**src/rtl/lift_pkg.sv**
```systemverilog
// Shared types and call-scan helpers for the N-floor lift controller.
// Pure combinational helpers; no state, no latency.
package lift_pkg;

    localparam int MAX_FLOORS = 32;

    typedef enum logic [1:0] {
        IDLE = 2'd0,
        OPEN = 2'd1,
        MOVE = 2'd2
    } state_t;

    typedef enum logic [1:0] {
        NONE = 2'd0,
        UP   = 2'd1,
        DN   = 2'd2
    } dir_t;

    function automatic logic calls_above(input logic [MAX_FLOORS-1:0] v, input int f);
        logic r;
        r = 1'b0;
        for (int i = 0; i < MAX_FLOORS; i++) begin
            if (i > f && v[i]) r = 1'b1;
        end
        return r;
    endfunction

    function automatic logic calls_below(input logic [MAX_FLOORS-1:0] v, input int f);
        logic r;
        r = 1'b0;
        for (int i = 0; i < MAX_FLOORS; i++) begin
            if (i < f && v[i]) r = 1'b1;
        end
        return r;
    endfunction

endpackage

```
**src/rtl/lift_timer.sv**
```systemverilog
// Loadable down-counter: done is high while the count is at its last cycle (<=1).
// Load takes effect on the next edge; counts only when enabled, holds at zero.
module lift_timer #(
    parameter int W = 4
) (
    input  logic         clk,
    input  logic         rst_n,
    input  logic         load,
    input  logic         en,
    input  logic [W-1:0] load_val,
    output logic         done
);

    logic [W-1:0] cnt;

    always_ff @(posedge clk or negedge rst_n) begin
        if (!rst_n) begin
            cnt <= '0;
        end else if (load) begin
            cnt <= load_val;
        end else if (en && cnt != '0) begin
            cnt <= cnt - W'(1);
        end
    end

    assign done = (cnt <= W'(1));

endmodule

```
**src/rtl/lift_ctrl_n.sv**
```systemverilog
// Single-car N-floor lift controller with directional collector scheduling.
// Calls latch one edge after sampling; door/motion commands decode straight from state.
module lift_ctrl_n
    import lift_pkg::*;
#(
    parameter  int FLOORS      = 4,
    parameter  int DOOR_TIME   = 8,
    parameter  int TRAVEL_TIME = 4,
    localparam int FW          = $clog2(FLOORS)
) (
    input  logic              clk,
    input  logic              rst_n,
    input  logic [FLOORS-1:0] car_call,
    input  logic [FLOORS-1:0] hall_up,
    input  logic [FLOORS-1:0] hall_dn,
    input  logic              door_hold,
    output logic [FW-1:0]     floor_pos,
    output logic              door_open,
    output logic              move_up,
    output logic              move_dn,
    output logic [FLOORS-1:0] pend_car,
    output logic [FLOORS-1:0] pend_up,
    output logic [FLOORS-1:0] pend_dn
);

    localparam int TMAX = (DOOR_TIME > TRAVEL_TIME) ? DOOR_TIME : TRAVEL_TIME;
    localparam int TW   = $clog2(TMAX + 1);
    localparam logic [FLOORS-1:0] UP_MASK = {1'b0, {(FLOORS-1){1'b1}}};
    localparam logic [FLOORS-1:0] DN_MASK = {{(FLOORS-1){1'b1}}, 1'b0};

    state_t state, state_nxt;
    dir_t   dir, dir_nxt;

    logic [FW-1:0]         floor_nxt, nf;
    logic [FLOORS-1:0]     hall_up_m, hall_dn_m;
    logic [FLOORS-1:0]     clr_car, clr_up, clr_dn;
    logic [FLOORS-1:0]     oh_cur, oh_nf;
    logic [MAX_FLOORS-1:0] pend_w;
    logic above_cur, below_cur, above_nf, below_nf, ahead_cur, ahead_nf;
    logic su_cur, sd_cur, su_nf, sd_nf;
    logic hit_cur, req_cur, stop_nf, at_end;
    logic door_load, door_done, trav_load, trav_done;

    assign hall_up_m = hall_up & UP_MASK;
    assign hall_dn_m = hall_dn & DN_MASK;
    assign pend_w    = MAX_FLOORS'(pend_car | pend_up | pend_dn);

    assign nf     = (dir == DN) ? floor_pos - FW'(1) : floor_pos + FW'(1);
    assign oh_cur = FLOORS'(1) << floor_pos;
    assign oh_nf  = FLOORS'(1) << nf;

    assign above_cur = calls_above(pend_w, int'(floor_pos));
    assign below_cur = calls_below(pend_w, int'(floor_pos));
    assign above_nf  = calls_above(pend_w, int'(nf));
    assign below_nf  = calls_below(pend_w, int'(nf));
    assign ahead_cur = (dir == UP) ? above_cur : (dir == DN) ? below_cur : 1'b0;
    assign ahead_nf  = (dir == UP) ? above_nf  : below_nf;

    // A hall call counts as served when it matches the direction, or nothing lies ahead.
    assign su_cur = (dir != DN) || !ahead_cur;
    assign sd_cur = (dir != UP) || !ahead_cur;
    assign su_nf  = (dir == UP) || !ahead_nf;
    assign sd_nf  = (dir == DN) || !ahead_nf;

    assign hit_cur = pend_car[floor_pos] | (pend_up[floor_pos] & su_cur) | (pend_dn[floor_pos] & sd_cur);
    assign req_cur = car_call[floor_pos] | (hall_up_m[floor_pos] & su_cur) | (hall_dn_m[floor_pos] & sd_cur);
    assign at_end  = ((dir == UP) && (nf == FW'(FLOORS-1))) || ((dir == DN) && (nf == '0));
    assign stop_nf = pend_car[nf] | ((dir == UP) ? pend_up[nf] : pend_dn[nf]) | !ahead_nf | at_end;

    always_comb begin
        state_nxt = state;
        dir_nxt   = dir;
        floor_nxt = floor_pos;
        door_load = 1'b0;
        trav_load = 1'b0;
        clr_car   = '0;
        clr_up    = '0;
        clr_dn    = '0;
        unique case (state)
            IDLE: begin
                if (hit_cur) begin
                    state_nxt = OPEN;
                    door_load = 1'b1;
                    clr_car   = oh_cur;
                    clr_up    = su_cur ? oh_cur : '0;
                    clr_dn    = sd_cur ? oh_cur : '0;
                end else if ((dir == DN) ? below_cur : above_cur) begin
                    state_nxt = MOVE;
                    trav_load = 1'b1;
                    dir_nxt   = (dir == DN) ? DN : UP;
                end else if ((dir == DN) ? above_cur : below_cur) begin
                    state_nxt = MOVE;
                    trav_load = 1'b1;
                    dir_nxt   = (dir == DN) ? UP : DN;
                end else begin
                    dir_nxt = NONE;
                end
            end
            OPEN: begin
                // Requests at the open floor are absorbed here rather than latched.
                clr_car = oh_cur;
                clr_up  = su_cur ? oh_cur : '0;
                clr_dn  = sd_cur ? oh_cur : '0;
                if (door_hold || req_cur) begin
                    door_load = 1'b1;
                end else if (door_done) begin
                    state_nxt = IDLE;
                end
            end
            MOVE: begin
                if (trav_done) begin
                    floor_nxt = nf;
                    if (stop_nf) begin
                        state_nxt = OPEN;
                        door_load = 1'b1;
                        clr_car   = oh_nf;
                        clr_up    = su_nf ? oh_nf : '0;
                        clr_dn    = sd_nf ? oh_nf : '0;
                    end else begin
                        trav_load = 1'b1;
                    end
                end
            end
            default: state_nxt = IDLE;
        endcase
    end

    always_ff @(posedge clk or negedge rst_n) begin
        if (!rst_n) begin
            state     <= IDLE;
            dir       <= NONE;
            floor_pos <= '0;
            pend_car  <= '0;
            pend_up   <= '0;
            pend_dn   <= '0;
        end else begin
            state     <= state_nxt;
            dir       <= dir_nxt;
            floor_pos <= floor_nxt;
            pend_car  <= (pend_car | car_call)  & ~clr_car;
            pend_up   <= (pend_up  | hall_up_m) & ~clr_up;
            pend_dn   <= (pend_dn  | hall_dn_m) & ~clr_dn;
        end
    end

    assign door_open = (state == OPEN);
    assign move_up   = (state == MOVE) && (dir == UP);
    assign move_dn   = (state == MOVE) && (dir == DN);

    lift_timer #(.W(TW)) u_door_tmr (
        .clk      (clk),
        .rst_n    (rst_n),
        .load     (door_load),
        .en       (state == OPEN),
        .load_val (TW'(DOOR_TIME)),
        .done     (door_done)
    );

    lift_timer #(.W(TW)) u_trav_tmr (
        .clk      (clk),
        .rst_n    (rst_n),
        .load     (trav_load),
        .en       (state == MOVE),
        .load_val (TW'(TRAVEL_TIME)),
        .done     (trav_done)
    );

endmodule

```
**config.mk**
```make
export PLATFORM = sky130hd
export DESIGN_NAME = lift_ctrl_n
export DESIGN_NICKNAME = d
export VERILOG_FILES = /design/src/rtl/lift_pkg.sv /design/src/rtl/lift_timer.sv /design/src/rtl/lift_ctrl_n.sv
export SDC_FILE = /design/constraint.sdc
export NUM_CORES = 1
export LEC_CHECK = 0
export ABC_AREA = 1
export CORE_ASPECT_RATIO = 0.75
export CORE_MARGIN = 5
export CORE_UTILIZATION = 45
export DETAILED_ROUTE_END_ITERATION = 6
export HOLD_SLACK_MARGIN = 0.1
export PLACE_DENSITY = 0.77
export REMOVE_ABC_BUFFERS = 1
export SYNTH_ARGS = -nofsm -noshare
export SYNTH_HDL_FRONTEND = slang
export SYNTH_SLANG_ARGS = --single-unit
```
**constraint.sdc**
```tcl
create_clock -name clk -period 4.3 [get_ports clk]
set_input_delay 0.86 -clock clk [delete_from_list [all_inputs] [get_ports clk]]
set_output_delay 0.86 -clock clk [all_outputs]
set_load 0.01 [all_outputs]
```
* Word level (Yosys, flattened, before mapping) *
Index checks and enable logic that the tools add are counted.

cells by class
  add/sub/neg operators = 4
  reductions and logical operators = 35
  multiplexer cells = 136
  order comparisons = 16
  equality and inequality tests = 12
  shift operators = 2
  bitwise logic cells = 23

operators by type and width
  operator                                                               number
  1-bit 2-to-1 mux                                                       92
  4-bit 2-to-1 mux                                                       17
  4-bit case mux with 3 select lines                                     3
  2-bit 2-to-1 mux                                                       12
  1-bit binary-select mux with 2-bit select                              9
  1-bit logical AND                                                      18
  4-bit OR                                                               4
  4-bit bitwise AND                                                      3
  4-bit NOT                                                              3
  2-bit != test, second input constant                                   5
  2-bit > comparator, first input constant                               4
  4-bit by 1-bit <= comparator with 1-bit output, second input constant  2
  1-bit by 2-bit < comparator with 1-bit output, first input constant    4
  4-bit nonzero test                                                     2
  1-bit by 2-bit left shift with 4-bit output, first input constant      2
  4-bit by 1-bit subtractor with 4-bit output, second input constant     2
  1-bit OR                                                               7
  2-bit equality test, second input constant                             3
  1-bit logical OR                                                       6
  2-bit by 3-bit < comparator with 1-bit output, second input constant   2
  2-bit case mux with 3 select lines                                     1
  5-bit AND reduction                                                    1
  1-bit bitwise AND                                                      4
  2-bit by 1-bit equality test with 1-bit output, second input constant  2
  14 further kinds                                                       20

word-level totals
  bits of input ports = 15
  flip-flop bits (word level) = 26
  output and inout port bits = 17
  logic and storage cells = 236

* Longest topological paths before layout *
Gate-level depths: netlist of the first run.

  word-level depth = 44
  gate-level depth with buffers = 16
  gate-level depth less buffers = 14

* By module *
From an unflattened synthesis of the first run, not the netlist that was laid out.

unflattened totals
  cell total of the unflattened synthesis = 332
  area, all modules = 2298.5 µm²

by module, submodules not included
  module       cells an instance  seq. area each (µm²)  times used  area each (µm²)
  lift_ctrl_n  248                450.4                 1           1662.8
  lift_timer   42                 100.1                 2           317.8

* Least setup slack after synthesis of the first run *
No wires, ideal clock.

  path kind = register to register
  start point = reg floor_pos[0]
  end point = reg u_door_tmr.cnt[3]
  setup slack = 2041 ps
  setup time = 124 ps
  data required time = 4176 ps
  data arrival time = 2135 ps
  stages on the path, launching flop included = 15
  clock period less this slack = 2259 ps
  path buffers = 1
  cell sequence = dfrtp_1 > inv_2 > buf_2 > ha_1 > inv_1 > nand3_1 > nand2_4 > nand3_2 > nand2_1 > nor2_1 > nor2_1 > nand2_2 > nand2_2 > nand3_2 > or2_1

on the way
  longest elaborated chain between the ends = 43
  elaborated cells between the ends (all ways) = 145
  those cells by class = add/sub: 2; order compare: 12; eq/ne: 1; mux: 97; bitwise: 11; reduce/logical: 22

ends and longest elaborated chain
  what                                                                               RTL line                                              source
  start: declaration                                                                 lift_ctrl_n.sv:17                                     output logic [FW-1:0] floor_pos,
  start signal: assignment                                                           lift_ctrl_n.sv:139                                    floor_pos <= floor_nxt;
  2-bit by 1-bit adder with 2-bit output (tied with other cells)                     lift_ctrl_n.sv:48                                     assign nf = (dir == DN) ? floor_pos - FW'(1) : floor_pos + FW'(1);
  2-bit 2-to-1 mux or 1-bit logical AND (tied branches)                              lift_ctrl_n.sv:48, lift_pkg.sv:23
  1-bit by 2-bit > comparator with 1-bit output or 1-bit 2-to-1 mux (tied branches)  lift_pkg.sv:23                                        if (i > f && v[i]) r = 1'b1;
  1-bit logical AND or 1-bit 2-to-1 mux (tied branches)                              lift_pkg.sv:23
  1-bit 2-to-1 mux (29 in series)                                                    lift_pkg.sv:23
  1-bit 2-to-1 mux (on tied branches)                                                lift_pkg.sv:23, lift_ctrl_n.sv:56
  1-bit 2-to-1 mux or 1-bit zero test (tied branches)                                lift_pkg.sv:23, lift_ctrl_n.sv:60, lift_ctrl_n.sv:61
  1-bit 2-to-1 mux or 1-bit logical OR (tied branches)                               lift_ctrl_n.sv:57, lift_ctrl_n.sv:60
  1-bit zero test or 1-bit bitwise AND (tied branches)                               lift_ctrl_n.sv:68, lift_ctrl_n.sv:66
  1-bit OR (on tied branches) (2 in series)                                          lift_ctrl_n.sv:68, lift_ctrl_n.sv:66
  1-bit 2-to-1 mux or 1-bit logical OR (tied branches)                               lift_ctrl_n.sv:113, lift_ctrl_n.sv:104
  1-bit 2-to-1 mux (on tied branches)                                                lift_ctrl_n.sv:111, lift_ctrl_n.sv:104
  1-bit case mux with 3 select lines (*)                                             lift_ctrl_n.sv:79                                     unique case (state)
  4-bit 2-to-1 mux or 2-bit nonzero test (tied branches)                             --
  end signal: assignment                                                             lift_timer.sv:20                                      cnt <= load_val;
  end signal: assignment                                                             lift_timer.sv:22                                      cnt <= cnt - W'(1);
  end: declaration                                                                   lift_timer.sv:14                                      logic [W-1:0] cnt;

Every way passes the cells marked *; elsewhere a longest branch is shown, timed or not. The select of a mux whose other input is x is not followed.
A chain may end at the register's enable or synchronous reset.

* Worst setup path after layout of the first run *
  start point = reg floor_pos[1]
  end point = reg u_door_tmr.cnt[3]

The elaborated chain is that of the path after synthesis.

==> results of run 1 <==
-- worst reg2reg max path, delay by kind of cell, from the launching register on --
family / cells / cell delay, ns
DFF: 1 / 0.61
and+or+nand+nor: 8 / 1.11
adders and majority gates: 1 / 0.35
buffers and inverters: 2 / 0.31
AOI/OAI and AO/OA: 1 / 0.23
-- layout by cell type, fill, tap and decap left out, drive strengths merged --
cell type      synthesis  layout
nand2                 77      77
nor2                  52      52
nand3                 30      30
inv                   30      30
clkdlybuf4s50          0      29
dfrtp                 26      26
o21ai                 24      24
a21oi                 11      11
ha                    10      10
nand4                  9       9
xor2                   6       6
clkbuf                 1       4
a22oi                  2       2
o211ai                 2       2
nor3                   2       2
buf                    6       2
or2                    2       2
a21boi                 1       1
-- state kept, by name, indices dropped and copies added (netlist names) --
signal	cells
u_trav_tmr.cnt	4
pend_car	4
floor_pos	2
pend_dn	4
u_door_tmr.cnt	4
state	2
dir	2
pend_up	4
-- power by group through the flow --
| stage | clock (uW) | sequential, uW | combinational [uW] |
|---|---|---|---|
| 2_1_floorplan | 0 | 300 | 186 |
| 3_3_place_gp | 0 | 299 | 262 |
| 3_5_place_dp | 0 | 300 | 269 |
| 4_1_cts | 168 | 296 | 271 |
| 5_1_grt | 178 | 300 | 311 |
| 6_report | 163 | 296 | 274 |
-- stage by stage --
| step | utilization | hold WS, ns |
|---|---|---|
| finish | 0.542 | 0.552 |
| global route | 0.542 | 0.607 |
| CTS | 0.542 | 0.564 |
| detailed placement | 0.530 | 0.542 |
| global placement | 0.530 | 0.528 |
| floorplan | - | 0.521 |
-- layout make-up --
type                    instances  area share
inverters                      30      0.0473
multi-input cells             228       0.498
repair buffers                 31       0.128
flip-flops and latches         26       0.274
clock buffers                   4      0.0231
well taps                      57      0.0300
-- worst paths after layout --
kind | depth (start not counted) | to | start
hold / removal | 2 | pend_car[3] | pend_car[3]
setup / recovery | 12 | u_door_tmr.cnt[3] | floor_pos[1]
setup reg to reg | 12 | u_door_tmr.cnt[3] | floor_pos[1]
hold reg to reg | 2 | pend_car[3] | pend_car[3]
max in group asynchronous | 2 | pend_car[1] | rst_n
min in group asynchronous | 2 | u_trav_tmr.cnt[3] | rst_n
-- metal layers --
layer,vias up,GRT usage
met3,8,0.0280
met2,85,0.286
met4,0,0.0486
met5,-,0
li1,1002,-
met1,886,0.257
-- cells by family after synthesis --
logic type                 after synthesis
adders and majority gates               10
AOI/OAI and AO/OA                       40
buffers and inverters                   37
and+or+nand+nor                        172
xor gates and xnor gates                 6
DFF                                     26
==> flow_metrics.py, run 1 <==
metrics = {
    "status": {
        "status": "finished clean",
    },
    "power_and_ir_drop": {
        "p_leak_uw": 0.00119,
        "combPwrFrac": 0.374,
        "p_per_area_mw_per_mm2": 308,
        "seq_power_share": 0.404,
        "power.switching_uw": 277,
        "p_int_uw": 455,
        "finalPower_uw": 733,
        "ir_drop_mv": 0.131,
        "p_sw_frac": 0.379,
        "clkPwrFrac": 0.222,
    },
    "worst_setup_path": {
        "critPathMaxStageDelay_ns": 0.61,
        "path_cells": "inv_2 > ha_1 > inv_1 > nand3_1 > nand2_4 > nand2_1 > nand2_1 > a21boi_1 > nand2_2 > nand2_2 > nand3_2 > or2_1",
        "path_buf_inv": 2,
        "rrSetupSlack_ns": 1.59,
        "crit_slowest_cell": "dfrtp_1",
        "startpoint_type": "flip-flop",
        "crit_family": "simple AND/OR/NAND/NOR gates",
        "worstPathRequired_ns": 4.47,
        "crit_arrival_ns": 2.88,
        "critical_path_class": "flip-flop to flip-flop",
        "critPathCaptureType": "flip-flop",
        "worst-path-max-fanout": 13,
    },
    "cts": {
        "cts-buffers-inserted": 3,
        "cts_sinks": 26,
        "post-cts-setup-buffer-count": 0,
        "hold_buffers": 0,
        "insertion_delay_ns": 0.28,
        "cts_tree": "yes",
        "clk_pin_slew_ns": 0.09,
        "ctsResizeCount": 0,
        "clock_path_buffers": 2,
        "h-tree-depth": 1,
        "clockRootBuffer": "clkbuf_8",
    },
    "drt": {
        "met3_length_um": 392,
        "drt-pass1-iter-count": 6,
        "wirelength_mm": 5.10,
        "routed-wl-met2_mm": 2.31,
        "drt_iter0_drc": 181,
        "met1_length_mm": 2.32,
        "top_layer": "met4",
        "drt-vias-per-instance": 5.27,
        "dr_total_vias": 1981,
        "drc": 0,
        "detail-route-antenna-nets": 0,
        "wl_per_cell_um": 13.6,
    },
    "floorplanning": {
        "start_util": 0.455,
        "fp-row-count": 21,
        "die_y_um": 67.7,
        "die_x_um": 86.9,
        "ios": 32,
        "dieArea_mm2": 0.00588,
        "core-area_mm2": 0.00439,
    },
    "sta": {
        "fmaxAchievable_ghz": 0.369,
        "finalHoldViolCount": 0,
        "rsz0062_at_grt": "false",
        "setup_violations": 0,
        "max_slew_margin": 0.277,
        "skew_ns": 0.00413,
        "timing.final.ws_setup_ns": 1.59,
        "slew_viol_final": 0,
        "setup_tns_ns": 0,
        "fin_crit_ns": 2.71,
        "tightest_slew_ns": 1.08,
        "fin_crit_sh": 0.630,
    },
    "place": {
        "numPortBuffers": 29,
        "placed_cells": 372,
        "place_congestion": 0.950,
        "dp_hpwl_mm": 3.90,
        "placed_cell_area_mm2": 0.00232,
        "pre_cts_ws_ns": 1.62,
    },
    "finish": {
        "fin_nets": 345,
        "syn_to_final_growth_pct": 19.2,
        "layout-drive-gt1-share": 0.0940,
        "nFillCells": 416,
        "multi_input_area_mm2": 0.00118,
        "final_cells": 376,
        "antenna_cells": 0,
        "design_area_mm2": 0.00238,
        "seqCellArea_um2": 651,
    },
    "grt": {
        "track_usage": 0.181,
        "grt_pass1_wl_mm": 8.36,
        "grt_pass1_vias": 1744,
        "grt_overflow": 0,
        "antenna_found_initial": 0,
        "grt_max_degree": 34,
    },
    "flow_run": {
        "drv_cap": 0,
    },
    "yosys": {
        "synth_compound_area_frac": 0.110,
        "yosysWarnings": 0,
        "syn_area_mm2": 0.00200,
        "synth.distinct_cells": 29,
        "synthFlopType": "dfrtp_1",
        "synth_top_family_by_area": "simple AND/OR/NAND/NOR gates",
        "yosysTopAreaCell": "dfrtp_1",
        "synthAdderAreaFrac": 0.0627,
        "ys_seq_area_frac": 0.326,
        "synthTopCellsByArea": "dfrtp_1 33%, nand2_1 12%, nor2_1 9.6%",
        "yosys.area_share.simple": 0.394,
        "synth_common_cells": "66 x nand2_1, 51 x nor2_1, 26 x dfrtp_1, 26 x nand3_1, 25 x inv_1",
        "synthXorXnorAreaFrac": 0.0263,
        "synth.most_common_cell": "nand2_1",
        "synth.avg_cell_area_um2": 6.86,
        "synth_top_area_share": 0.326,
        "synth_seq_cells": 26,
        "async_flop_share": 1.00,
        "synthMuxAreaShare": 0,
        "syn_inst": 291,
        "synth_edf_count": 0,
    },
    "worst_hold_path": {
        "hold_path_class": "flip-flop to flip-flop",
    },
}
Note: power is estimated with default switching activity, not from simulation.
==> run 2, diff against run 1 <==
PLACE_DENSITY = 0.8   (was 0.77)
clock period = 2.3 ns   (was 4.3 ns; I/O delays follow)
==> flow_metrics.py, run 2 (synthesis gave the netlist of run 1 again) <==
metrics = {
    "sta": {
        "tightest_slew_ns": 0.471,
        "max_slew_margin": 0.685,
        "slew_viol_final": 0,
        "fin_crit_ns": 2.16,
        "skew_ns": 0.00616,
        "timing.final.ws_setup_ns": 0.141,
        "setup_violations": 0,
        "fmaxAchievable_ghz": 0.463,
        "fin_crit_sh": 0.939,
        "finalHoldViolCount": 0,
        "setup_tns_ns": 0,
    },
    "cts": {
        "clock_path_buffers": 2,
        "cts_sinks": 26,
        "clk_pin_slew_ns": 0.10,
        "insertion_delay_ns": 0.28,
        "hold_buffers": 0,
        "cts-buffers-inserted": 3,
        "clockRootBuffer": "clkbuf_8",
        "h-tree-depth": 1,
        "cts_tree": "yes",
    },
    "drt": {
        "drt-vias-per-instance": 5.35,
        "detail-route-antenna-nets": 0,
        "drt-pass1-iter-count": 5,
        "drc": 0,
        "wl_per_cell_um": 13.6,
        "drt_iter0_drc": 233,
        "wirelength_mm": 5.25,
        "dr_total_vias": 2071,
    },
    "finish": {
        "syn_to_final_growth_pct": 24.5,
        "final_common_cell": "nand2_1",
        "nFillCells": 397,
        "design_area_mm2": 0.00248,
        "layout-drive-gt1-share": 0.133,
        "final_cell_mix": "66 x nand2_1, 51 x nor2_1, 29 x clkdlybuf4s50_1",
        "fin_nets": 356,
        "antenna_cells": 0,
        "final_util": 0.566,
    },
    "worst_setup_path": {
        "worst-path-max-fanout": 8,
        "rrSetupSlack_ns": 0.14,
        "crit_arrival_ns": 2.33,
        "critical_path_class": "flip-flop to flip-flop",
        "critPathCaptureType": "flip-flop",
        "worstPathRequired_ns": 2.47,
        "startpoint_type": "flip-flop",
    },
    "floorplanning": {
        "ios": 32,
        "dieArea_mm2": 0.00588,
        "die_x_um": 86.9,
        "start_util": 0.455,
        "core-area_mm2": 0.00439,
        "die_y_um": 67.7,
        "fp-row-count": 21,
    },
    "grt": {
        "grt_overflow": 0,
        "grt_pass1_wl_mm": 8.46,
        "grt_pass1_vias": 1805,
        "grt_max_degree": 27,
        "track_usage": 0.182,
        "antenna_found_initial": 0,
    },
    "power_and_ir_drop": {
        "ir_drop_mv": 0.340,
        "p_per_area_mw_per_mm2": 574,
        "p_leak_uw": 0.00124,
    },
    "place": {
        "place_congestion": 0.926,
        "dp_hpwl_mm": 3.95,
        "pre_cts_ws_ns": 0.0860,
        "numPortBuffers": 29,
        "placed_cell_area_mm2": 0.00238,
    },
    "worst_hold_path": {
        "hold_path_class": "input pin to asynchronous set/reset pin",
    },
    "flow_run": {
        "drv_cap": 0,
    },
    "status": {
        "status": "finished clean",
    },
}
## run 2: cell types whose count changed in the layout (fill, tap and decap cells not counted), sizes merged
cell	delta
buf	+11
## run 2: final cells by class
| type | count | area, um2 | area share |
|---|---|---|---|
| inverters | 30 | 113 | 0.0453 |
| well taps | 57 | 71.3 | 0.0287 |
| flip-flops and latches | 26 | 651 | 0.262 |
| repair buffers | 42 | 388 | 0.156 |
| clock buffers | 4 | 55.1 | 0.0222 |
| multi-input cells | 228 | 1210 | 0.486 |
## run 2: critical path, cell delays in order, from the launching register on
cell and delay, ns:
dfrtp_1 0.39, inv_2 0.05, ha_1 0.30, inv_1 0.13
nand3_2 0.12, nand2_4 0.13, nand2_1 0.10, nand2_1 0.08
nor2_1 0.04, nor2_1 0.17, nand2_2 0.11, buf_4 0.18
o21ai_2 0.17, nor2_1 0.06
## run 2: worst paths after layout
| check | start | to | cells after the start |
|---|---|---|---|
| setup / recovery | floor_pos[1] | u_trav_tmr.cnt[3] | 13 |
| hold / removal | rst_n | pend_car[1] | 2 |
| setup reg to reg | floor_pos[1] | u_trav_tmr.cnt[3] | 13 |
| hold reg to reg | pend_dn[1] | pend_dn[1] | 2 |
| max in group asynchronous | rst_n | u_trav_tmr.cnt[0] | 2 |
| min in group clk | pend_dn[1] | pend_dn[1] | 2 |
## run 2: what timing repair did
| action | CTS | global route |
|---|---|---|
| gates resized for setup | 0 | 5 |
| setup buffers | 0 | 4 |
| setup endpoints to repair | 0 | 12 |
## run 2: stage by stage
stage | std cells | total power (uW) | hold slack, ns
after global placement | 379 | 1060 | 0.528
final | 387 | 1430 | 0.543
after global routing | 387 | 1530 | 0.561
after detailed placement | 379 | 1080 | 0.538
after floorplan | 284 | 910 | 0.164
after CTS | 383 | 1400 | 0.547
## run 2: report_power, final
part           switching [uW]  leakage [uW]  internal (uW)  total [uW]
sequential               46.1      0.000306            507         553
combinational             342      0.000909            224         567
clock                     154     0.0000288            154         307
total                     542       0.00124            884        1430
## run 2: routing by layer
metal | share of wire | wire length, um | track usage | vias to the layer above
met4 | 0.0044 | 23 | 0.0350 | 0
met5 | 0 | 0 | 0 | -
met1 | 0.45 | 2360 | 0.257 | 939
li1 | - | - | - | 1019
met2 | 0.45 | 2360 | 0.284 | 109
met3 | 0.097 | 508 | 0.0427 | 4
